File: config.mk
export PLATFORM = sky130hd
export DESIGN_NAME = sap1_program_loader
export DESIGN_NICKNAME = d
export VERILOG_FILES = /design/src/rtl/sap1_program_loader.sv
export SDC_FILE = /design/constraint.sdc
export NUM_CORES = 1
export LEC_CHECK = 0
export CAP_MARGIN = 15
export CELL_PAD_IN_SITES_DETAIL_PLACEMENT = 0
export CELL_PAD_IN_SITES_GLOBAL_PLACEMENT = 1
export CORE_ASPECT_RATIO = 0.7
export CORE_UTILIZATION = 30
export DETAILED_ROUTE_END_ITERATION = 10
export PLACE_DENSITY_LB_ADDON = 0.1
export SLEW_MARGIN = 25
export SYNTH_ARGS = -nofsm -noshare
export SYNTH_HDL_FRONTEND = slang
export SYNTH_SLANG_ARGS = --single-unit
File: constraint.sdc
create_clock -name i_clk -period 2 [get_ports i_clk]
set_clock_uncertainty 0.15 [all_clocks]
set_input_delay 0.4 -clock i_clk [delete_from_list [all_inputs] [get_ports i_clk]]
set_output_delay 0.4 -clock i_clk [all_outputs]
set_load 0.005 [all_outputs]
File: src/rtl/sap1_program_loader.sv
// SAP-1 program loader: fills the 16x8 program RAM from a valid/ready byte stream and holds
// the CPU in reset until the image is complete. Optional macro: SAP1_LOADER_CHECKSUM_EN.
module sap1_program_loader #(
  parameter int ADDR_W    = 4,
  parameter int DATA_W    = 8,
  parameter int RUN_DELAY = 2
) (
  input  logic              i_clk,
  input  logic              i_rst_n,
  input  logic              i_start,
  input  logic [DATA_W-1:0] i_in_data,
  input  logic              i_in_valid,
  output logic              o_in_ready,
  output logic              o_ram_we,
  output logic [ADDR_W-1:0] o_ram_addr,
  output logic [DATA_W-1:0] o_ram_wdata,
  output logic              o_cpu_rst,
  output logic              o_busy,
  output logic              o_done,
  output logic              o_load_err,
  output logic [ADDR_W:0]   o_byte_cnt
);

  localparam int PROG_LEN = 1 << ADDR_W;
`ifdef SAP1_LOADER_CHECKSUM_EN
  localparam int LOAD_LEN = PROG_LEN + 1;
`else
  localparam int LOAD_LEN = PROG_LEN;
`endif
  localparam logic [ADDR_W:0] LAST_IDX = (ADDR_W+1)'(LOAD_LEN - 1);
  localparam logic [ADDR_W:0] PROG_CNT = (ADDR_W+1)'(PROG_LEN);
  localparam int SW = (RUN_DELAY > 0) ? $clog2(RUN_DELAY + 1) : 1;

  typedef enum logic [2:0] {
    S_IDLE,
    S_LOAD,
    S_SETTLE,
    S_RUN
`ifdef SAP1_LOADER_CHECKSUM_EN
    , S_CHECK,
    S_ERR
`endif
  } state_t;

  state_t            r_state, w_next;
  logic [ADDR_W:0]   r_byte_cnt;
  logic              r_ram_we;
  logic [ADDR_W-1:0] r_ram_addr;
  logic [DATA_W-1:0] r_ram_wdata;
  logic [SW-1:0]     r_settle;
  logic              w_xfer;
  logic              w_start_load;
`ifdef SAP1_LOADER_CHECKSUM_EN
  logic [DATA_W-1:0] r_sum;
`endif

  always_comb begin
    w_next     = r_state;
    w_xfer     = 1'b0;
    o_in_ready = 1'b0;
    o_busy     = 1'b0;
    o_cpu_rst  = 1'b1;
    o_done     = 1'b0;
    o_load_err = 1'b0;
    case (r_state)
      S_IDLE: if (i_start) w_next = S_LOAD;
      S_LOAD: begin
        o_in_ready = 1'b1;
        o_busy     = 1'b1;
        if (i_in_valid) begin
          w_xfer = 1'b1;
`ifdef SAP1_LOADER_CHECKSUM_EN
          if (r_byte_cnt == LAST_IDX) w_next = S_CHECK;
`else
          if (r_byte_cnt == LAST_IDX) w_next = S_SETTLE;
`endif
        end
      end
`ifdef SAP1_LOADER_CHECKSUM_EN
      S_CHECK: begin
        o_busy = 1'b1;
        w_next = (r_sum == '0) ? S_SETTLE : S_ERR;
      end
      S_ERR: begin
        o_load_err = 1'b1;
        if (i_start) w_next = S_LOAD;
      end
`endif
      S_SETTLE: begin
        o_busy = 1'b1;
        if (r_settle == SW'(RUN_DELAY)) w_next = S_RUN;
      end
      S_RUN: begin
        o_cpu_rst = 1'b0;
        o_done    = 1'b1;
        if (i_start) w_next = S_LOAD;
      end
      default: w_next = S_IDLE;
    endcase
  end

  // Entering LOAD from any idle-type state restarts the byte count (and checksum).
  assign w_start_load = (r_state != S_LOAD) && (w_next == S_LOAD);

  always_ff @(posedge i_clk or negedge i_rst_n) begin
    if (!i_rst_n) begin
      r_state     <= S_IDLE;
      r_byte_cnt  <= '0;
      r_ram_we    <= 1'b0;
      r_ram_addr  <= '0;
      r_ram_wdata <= '0;
      r_settle    <= '0;
`ifdef SAP1_LOADER_CHECKSUM_EN
      r_sum       <= '0;
`endif
    end else begin
      r_state  <= w_next;
      r_ram_we <= 1'b0;
      r_settle <= (r_state == S_SETTLE) ? r_settle + 1'b1 : '0;
      if (w_start_load) begin
        r_byte_cnt <= '0;
`ifdef SAP1_LOADER_CHECKSUM_EN
        r_sum      <= '0;
`endif
      end
      if (w_xfer) begin
        r_byte_cnt <= r_byte_cnt + 1'b1;
`ifdef SAP1_LOADER_CHECKSUM_EN
        r_sum      <= r_sum + i_in_data;
`endif
        // The trailing checksum byte is counted but never written.
        if (r_byte_cnt < PROG_CNT) begin
          r_ram_we    <= 1'b1;
          r_ram_addr  <= r_byte_cnt[ADDR_W-1:0];
          r_ram_wdata <= i_in_data;
        end
      end
    end
  end

  assign o_ram_we    = r_ram_we;
  assign o_ram_addr  = r_ram_addr;
  assign o_ram_wdata = r_ram_wdata;
  assign o_byte_cnt  = r_byte_cnt;

endmodule

==> run_results.csv, run 1 <==
group,metric,value,unit
die,fp.dieW,73.7,um
place,gp_congestion,0.777,
logic_synthesis,yosys_warnings,0,
setup_path,r2r-start,"r_state[1]$_DFF_PN0_",
detailed_routing,first_iter_violations,10,
layout,n_fill_cell,317,
die,ios,35,
logic_synthesis,yosys.area.top_type,"dfrtp_1",
logic_synthesis,netlist_instances,75,
timing,setup_viol,0,
layout,layout_common_cells,"clkdlybuf4s50_1 (29), dfrtp_1 (20), buf_4 (10), mux2_4 (9)",
setup_path,reg2reg_to,"o_byte_cnt[0]$_DFFE_PN0P_",
clock_network,cts_root_buf,"clkbuf_8",
setup_path,critPathMaxStageDelay,0.44,ns
min_path,whs_endpoint,"r_settle[0]$_DFF_PN0_",
timing,holdWs,0.278,ns
setup_path,crit_type,"reg2out",
detailed_routing,detail_route.vias_per_cell,4.42,
setup_path,critPathRequiredTime,1.45,ns
clock_network,clkTransAtPathRegs,0.08,ns
clock_network,h-tree-depth,1,
clock_network,insertion_delay,0.26,ns
power,seqPwrFrac,0.499,
layout,area_growth,47.1,%
layout,final_common_cell,"clkdlybuf4s50_1",
setup_path,crit_chain,"buf_4 > xnor2_1 > nor2_1 > dlygate4sd2_1",
die,num_rows,17,
logic_synthesis,synth_top_area_share,0.534,
place,io_buffers,33,
layout,n_antenna_cell,0,
detailed_routing,wl_per_cell,12.5,um
power,intPower,0.888,mW
clock_network,cts_made_buffers,3,
timing,timing.fmax,534,MHz
min_path,worstHoldPathCells,1,
grt,grt.overflow.total,0,
timing,rsz0062_at_grt,"false",
grt,grt_pass1_vias,767,
setup_path,critical-path-slowest-cell,"dfrtp_2",
grt,antenna_found_initial,0,
layout,final_util,0.484,
logic_synthesis,synth-seq-cells,23,
timing,finalCritPeriodShare,0.937,
die,die-area,3840,um^2
detailed_routing,drtAntennaViolNets,0,
timing,drv_slew,0,
timing,hold_viol_final,0,
flow_run,maxCapViolations,0,
logic_synthesis,syn-cell-area,1080,um^2
detailed_routing,vias,742,
outcome,status,"finished clean",
logic_synthesis,ys_top_cells_by_area,"dfrtp_1 (53%), mux2_4 (13%), mux2_2 (5.2%), ha_1 (3.5%), nand4bb_4 (2.6%)",
layout,final_cells,168,
setup_path,cp-end-kind,"primary output",
clock_network,postCtsHoldBufs,0,
die,core-area,3280,um^2
setup_path,path_max_fanout,3,
power,ir_worst_vdd,0.000459,V
grt,grt.total_usage,0.125,
logic_synthesis,synth.avg_cell_area,14.4,um^2
die,die_h,52.2,um
layout,fin_nets,137,
grt,grt_max_degree,24,
power,p_clk_frac,0.241,
grt,grt_pass1_wl,3590,um
logic_synthesis,synth_cell_types,28,
power,swShare,0.231,
clock_network,cts_tree,"built",
detailed_routing,drc,0,
power,power_frac_comb,0.260,
setup_path,rrSetupSlack,0.29,ns
clock_network,cts_buffer_depth,2,
power,cellPowerDensity,727,nW/um^2
min_path,hold_path.class,"reg2reg",
setup_path,rr_worst_depth,5,
setup_path,cp-start-kind,"flop",
setup_path,cp.arrival,1.32,ns
power,p_switching,0.266,mW
logic_synthesis,ys_seq_area_frac,0.534,
detailed_routing,drt_wl_total,2110,um
layout,layout-drive-gt1-share,0.314,
clock_network,cts_sinks,23,
timing,min_period,1.87,ns
place,place_inst,157,
die,start_util,0.329,
min_path,min_from,"r_settle[0]$_DFF_PN0_",
power,leakage,0.719,nW
detailed_routing,dr.pass1.iters,4,
-- what timing repair did --
item	in CTS	in global routing
pin swaps	0	0
buffers inserted	4	3
endpoints found under the setup margin	4	3
gates resized for setup	5	3
-- layer usage --
layer	routed length (um)	GRT usage
met5	0	0
met4	4	0.0256
met3	103	0.0407
met2	941	0.177
met1	1060	0.184
-- worst max-delay path, delay by kind of cell, from the launching register on --
kind	cells	cell delay [ns]
AND/OR/NAND/NOR	1	0.05
flip-flops	1	0.44
XOR/XNOR	1	0.18
buffers and inverters	2	0.41
-- per-stage QoR --
stage          cell area (um^2)  setup TNS [ns]  power [mW]  setup WS [ns]
5_1_grt                    1590               0        1.22         0.0486
3_3_place_gp               1480               0       0.881        0.00126
4_1_cts                    1560               0        1.17         0.0130
3_5_place_dp               1480         -0.0989       0.881        -0.0337
6_report                   1590               0        1.15          0.127
2_1_floorplan              1080               0       0.698          0.413
-- sequential cells by signal, summed over array words and instances, names as in the netlist --
register / flops
r_state: 3
o_ram_wdata: 8
o_byte_cnt: 5
o_ram_we: 1
o_ram_addr: 4
r_settle: 2
-- synth_stat cells --
cell and number:
a32oi_1 1, mux2_2 5, a31oi_4 1, and4bb_2 1
nor3_1 1, ha_1 3, o21ba_2 1, a22o_1 2
a21oi_1 1, and2b_2 1, nor2_4 1, nand2_1 1
xnor2_1 2, o2bb2ai_1 1, buf_6 1, inv_1 5
nand3_1 2, mux2_4 9, dfrtp_1 23, and3_1 1
buf_12 1, a31oi_1 1, nor2_1 4, o21ai_0 2
buf_4 1, conb_1 1, and3_2 1, nand4bb_4 1
-- worst max path at each step --
stage / start / end / slack [ns] / cells after the start
2_1_floorplan: r_state[1]$_DFF_PN0_ / o_ram_addr[0]$_DFFE_PN0P_ / 0.41 / 5
3_3_place_gp: i_in_valid / o_ram_addr[2]$_DFFE_PN0P_ / 0.001 / 5
3_5_place_dp: i_in_valid / o_ram_wdata[7]$_DFFE_PN0P_ / -0.03 / 5
4_1_cts: r_state[0]$_DFF_PN0_ / o_in_ready / 0.01 / 3
5_1_grt: r_state[0]$_DFF_PN0_ / o_busy / 0.05 / 4
6_report: r_state[0]$_DFF_PN0_ / o_busy / 0.13 / 4
-- layout make-up --
type / instances / area [um^2] / area share
clock buffer: 4 / 45.0 / 0.0284
inverter: 5 / 18.8 / 0.0118
timing repair buffer: 44 / 432 / 0.272
multi-input combinational: 45 / 453 / 0.285
sequential: 23 / 579 / 0.365
tap: 47 / 58.8 / 0.0371
-- power groups by stage --
| stage | Combinational, mW | Sequential, mW | Clock [mW] |
|---|---|---|---|
| after floorplan | 0.114 | 0.584 | 0 |
| after global placement | 0.294 | 0.588 | 0 |
| after detailed placement | 0.297 | 0.584 | 0 |
| after CTS | 0.304 | 0.576 | 0.291 |
| after global routing | 0.327 | 0.586 | 0.310 |
| final | 0.301 | 0.575 | 0.278 |
-- kinds of logic after synthesis --
group | share of synthesized area
flip-flops | 0.534
multiplexers | 0.177
AND/OR/NAND/NOR | 0.0998
AO/OA/AOI/OAI | 0.0812
buffers and inverters | 0.0534
adder cells (fa/ha/maj) | 0.0348
XOR/XNOR | 0.0162
other | 0.00348
Note: power is estimated with default switching activity, not from simulation.
==> run 2: changes to the inputs <==
==> constraint.sdc (replaced) <==
create_clock -name i_clk -period 2 [get_ports i_clk]
set_clock_uncertainty 0.15 [all_clocks]
set_input_delay 0.3 -clock i_clk [delete_from_list [all_inputs] [get_ports i_clk]]
set_output_delay 0.3 -clock i_clk [all_outputs]
set_load 0.005 [all_outputs]
==> run 2 against run 1 <==
  * Non-clock buffer count down 3
  * Cell count decreased by 1.8%
  * Sequential cell count unchanged
  * Highest routed layer unchanged
  * Maximum frequency down 3.0%
  * Sequential share of layout area up 0.70 points
  * Setup slack lost 0.057 ns
  * Hold slack worse by 0.045 ns
  * Power up 0.50%
  * Sequential power barely moved
  * First-iteration DRC count down 20%
  * Critical path depth shrank 1
==> run_results.csv, run 2 (synthesized netlist as in run 1, its figures left out) <==
group,metric,value,unit
clock_network,cts_sinks,23,
layout,n_fill_cell,317,
die,die_h,52.2,um
setup_path,critPathRequiredTime,1.55,ns
place,io_buffers,33,
die,die-area,3840,um^2
timing,rsz0062_at_grt,"false",
layout,fin_area,1560,um^2
timing,setup_tns,0,ns
timing,holdWs,0.232,ns
detailed_routing,dr.pass1.iters,2,
grt,busiest_layer,"met2",
power,finalPower,1.16,mW
setup_path,r2r-start,"r_state[1]$_DFF_PN0_",
detailed_routing,detail_route.vias_per_cell,4.32,
die,ios,35,
timing,finalCritPeriodShare,0.965,
layout,area_growth,44.3,%
detailed_routing,vias,713,
clock_network,cts_root_buf,"clkbuf_8",
clock_network,insertion_delay,0.26,ns
layout,layout_common_cells,"clkdlybuf4s50_1 (32), dfrtp_1 (20), mux2_4 (9), buf_4 (7)",
power,ir_worst_vdd,0.000399,V
layout,final_util,0.475,
layout,regArea,579,um^2
grt,grt_pass1_vias,728,
setup_path,cp.arrival,1.48,ns
timing,min_period,1.93,ns
clock_network,h-tree-depth,1,
die,start_util,0.329,
power,leakage,0.683,nW
die,fp.dieW,73.7,um
place,dpl.hpwl,1480,um
die,core-area,3280,um^2
setup_path,path_max_fanout,6,
detailed_routing,drc,0,
setup_path,cp-end-kind,"primary output",
grt,grt.met2_usage,0.185,
layout,layout-drive-gt1-share,0.297,
setup_path,critical_path.top_delay_family,"buffers and inverters",
place,place_inst,157,
setup_path,startpoint,"r_state[1]$_DFF_PN0_",
clock_network,clkTransAtPathRegs,0.08,ns
grt,met3_usage,0.0465,
grt,grt_pass1_wl,3580,um
timing,timing.fmax,518,MHz
power,cellPowerDensity,745,nW/um^2
setup_path,rrSetupSlack,0.27,ns
setup_path,critical-path-slowest-cell,"clkdlybuf4s50_1",
layout,final_common_cell,"clkdlybuf4s50_1",
detailed_routing,wl_per_cell,12.8,um
timing,hold_viol_final,0,
setup_path,cp-start-kind,"flop",
place,gp_congestion,0.743,
layout,largest_reg_flops,8,
setup_path,crit_type,"reg2out",
place,pre_cts_slack,0.0565,ns
die,num_rows,17,
timing,setup_ws,0.0692,ns
detailed_routing,drtAntennaViolNets,0,
setup_path,crit_chain,"and3_2 > inv_1 > clkdlybuf4s50_1",
detailed_routing,first_iter_violations,8,
layout,multi_input_area,449,um^2
layout,final_cells,165,
timing,setup_viol,0,
grt,grt.total_usage,0.126,
clock_network,postCtsHoldBufs,0,
setup_path,crit_buf_inv,2,
grt,grt_max_degree,24,
grt,grt.overflow.total,0,
place,dpl_cell_area,1480,um^2
min_path,hold_path.class,"in2async",
layout,fin_nets,134,
flow_run,maxCapViolations,0,
layout,n_antenna_cell,0,
detailed_routing,drt_wl_total,2120,um
outcome,status,"finished clean",
grt,antenna_found_initial,0,
clock_network,cts_made_buffers,3,
setup_path,critPathMaxStageDelay,0.48,ns
grt,use_met1,0.175,
timing,drv_slew,0,
clock_network,cts_tree,"built",
clock_network,cts_buffer_depth,2,
-- run 2: cell type report --
class / count / area share
timing repair buffer: 41 / 0.260
clock buffer: 4 / 0.0289
multi-input combinational: 45 / 0.289
inverter: 5 / 0.0121
sequential: 23 / 0.372
tap: 47 / 0.0378
-- run 2: routing by layer --
metal / wire length, um / share of wire
met5: 0 / 0
met4: 13 / 0.0061
met3: 125 / 0.059
met2: 923 / 0.44
met1: 1050 / 0.50
-- run 2: what timing repair did --
| action | in CTS | in global routing |
|---|---|---|
| gates resized for setup | 2 | 2 |
| endpoints found under the hold margin | 0 | 0 |
| buffers inserted | 0 | 4 |
| endpoints found under the setup margin | 4 | 3 |
-- run 2: where the power goes --
group          internal [mW]  switching (mW)
clock                  0.142           0.144
combinational          0.215          0.0826
sequential             0.529          0.0469
total                  0.886           0.274
-- run 2: worst paths after layout --
path	endpoint	depth (start not counted)
max in group asynchronous	r_state[2]$_DFF_PN0_	2
max reg2reg	o_ram_addr[2]$_DFFE_PN0P_	5
min in group i_clk	r_settle[0]$_DFF_PN0_	1
max	o_cpu_rst	3
min	o_byte_cnt[4]$_DFFE_PN0P_	2
min reg2reg	r_settle[0]$_DFF_PN0_	1
-- run 2: worst register-to-register path, delay by kind of cell, from the launching register on --
kind / cells / cell delay (ns)
mux: 1 / 0.34
buf+inv: 2 / 0.31
flops: 1 / 0.46
simple gates: 2 / 0.36
==> run 3: changes to the inputs <==
--- a/config.mk
+++ b/config.mk
@@ -11,7 +11,7 @@
 export CORE_ASPECT_RATIO = 0.7
 export CORE_UTILIZATION = 30
 export DETAILED_ROUTE_END_ITERATION = 10
-export PLACE_DENSITY_LB_ADDON = 0.1
+export PLACE_DENSITY_LB_ADDON = 0.25
 export SLEW_MARGIN = 25
 export SYNTH_ARGS = -nofsm -noshare
 export SYNTH_HDL_FRONTEND = slang
==> run 3 against run 2 <==
  * Cell count fell by 0.61%
  * Sequential cell count did not move
  * Sequential share of layout area rose by 0.15 points
  * Critical endpoint is now o_busy
  * Largest power group unchanged
  * Largest cell class unchanged
==> run_results.csv, run 3 (synthesized netlist as in run 1, its figures left out) <==
group,metric,value,unit
grt,grt_max_degree,24,
clock_network,cts_tree,"built",
clock_network,cts_made_buffers,3,
clock_network,clkTransAtPathRegs,0.09,ns
die,fp.dieW,73.7,um
min_path,hold_path.class,"in2async",
setup_path,crit_type,"reg2out",
detailed_routing,dr.pass1.iters,4,
timing,drv_slew,0,
setup_path,rr_worst_depth,5,
clock_network,cts_buffer_depth,2,
power,cellPowerDensity,749,nW/um^2
die,start_util,0.329,
detailed_routing,vias,729,
detailed_routing,detail_route.vias_per_cell,4.45,
layout,n_fill_cell,308,
timing,setup_viol,0,
die,core-area,3280,um^2
setup_path,rrSetupSlack,0.24,ns
detailed_routing,wl_per_cell,12.8,um
power,ir_worst_vdd,0.000466,V
layout,n_antenna_cell,0,
die,die-area,3840,um^2
clock_network,h-tree-depth,1,
place,gp_congestion,0.773,
timing,holdWs,0.232,ns
timing,hold_viol_final,0,
setup_path,r2r-start,"r_state[1]$_DFF_PN0_",
setup_path,reg2reg_to,"o_ram_wdata[7]$_DFFE_PN0P_",
setup_path,path_max_fanout,7,
setup_path,cp-start-kind,"flop",
grt,grt_pass1_vias,717,
layout,final_common_cell,"clkdlybuf4s50_1",
timing,finalCritPeriodShare,0.963,
clock_network,postCtsHoldBufs,0,
power,finalPower,1.16,mW
clock_network,insertion_delay,0.27,ns
die,die_h,52.2,um
grt,antenna_found_initial,0,
setup_path,cp-endpoint,"o_busy",
power,leakage,0.663,nW
layout,final_util,0.473,
detailed_routing,first_iter_violations,30,
clock_network,cts_sinks,23,
die,num_rows,17,
timing,rsz0062_at_grt,"false",
detailed_routing,drt_wl_total,2090,um
layout,layout_common_cells,"clkdlybuf4s50_1 (32), dfrtp_1 (20), mux2_4 (9), buf_4 (6), mux2_2 (5)",
layout,area_growth,43.7,%
place,io_buffers,33,
setup_path,critPathRequiredTime,1.55,ns
die,ios,35,
flow_run,maxCapViolations,0,
layout,fin_nets,133,
setup_path,cp.arrival,1.48,ns
place,dpl.hpwl,1440,um
clock_network,cts_root_buf,"clkbuf_8",
grt,grt.total_usage,0.126,
layout,layout-drive-gt1-share,0.308,
timing,timing.fmax,519,MHz
timing,min_period,1.93,ns
outcome,status,"finished clean",
detailed_routing,drc,0,
grt,grt.overflow.total,0,
timing,setup_tns,0,ns
setup_path,cp-end-kind,"primary output",
setup_path,startpoint,"r_state[1]$_DFF_PN0_",
grt,grt_pass1_wl,3510,um
layout,largest_reg_flops,8,
detailed_routing,drtAntennaViolNets,0,
==> run 3: how the worst min path moves through the flow <==
stage | start | end | slack, ns
CTS | i_rst_n | r_state[0]$_DFF_PN0_ | 0.24
finish | i_rst_n | o_byte_cnt[4]$_DFFE_PN0P_ | 0.23
floorplan | i_rst_n | o_byte_cnt[0]$_DFFE_PN0P_ | -0.15
detailed placement | r_settle[0]$_DFF_PN0_ | r_settle[0]$_DFF_PN0_ | 0.27
global route | i_rst_n | r_state[0]$_DFF_PN0_ | 0.26
global placement | r_settle[0]$_DFF_PN0_ | r_settle[0]$_DFF_PN0_ | 0.26
==> run 3: per-stage QoR <==
step,setup WS [ns],instance area (um^2),std cells
after global placement,0.104,1470,156
final,0.0741,1550,164
after global routing,0.00610,1550,164
after floorplan,0.413,1080,76
after CTS,0.0265,1520,160
after detailed placement,0.0698,1470,156
==> run 3: what timing repair did <==
action,CTS,global route
endpoints found under the hold margin,0,0
endpoints found under the setup margin,3,4
setup buffers,0,4
gates resized for setup,4,1
==> run 3: where the power goes <==
part	internal (mW)	leakage, nW	switching, mW
Combinational	0.216	0.344	0.0816
Clock	0.139	0.0255	0.149
Sequential	0.529	0.293	0.0473
Total	0.883	0.663	0.278
==> run 3: area by class of cell <==
type                    instances  area (um^2)  share of cell area
flip-flops and latches         23          579               0.374
multi-input cells              45          449               0.290
repair buffers                 40          398               0.257
well taps                      47         58.8              0.0379
clock buffers                   3         41.3              0.0266
inverters                       5         18.8              0.0121
clock inverters                 1         5.00             0.00323
==> run 3: routing by layer <==
layer	vias to the layer above	GRT usage	share of wire
met5	-	0	0
li1	347	-	-
met3	2	0.0407	0.032
met1	367	0.173	0.48
met4	0	0.0577	0.013
met2	13	0.180	0.47
==> run 3: worst max-delay path, stage by stage (launching register included) <==
cell	delay [ns]
dfrtp_2	0.46
xnor2_1	0.16
nor2_1	0.09
clkdlybuf4s50_1	0.50
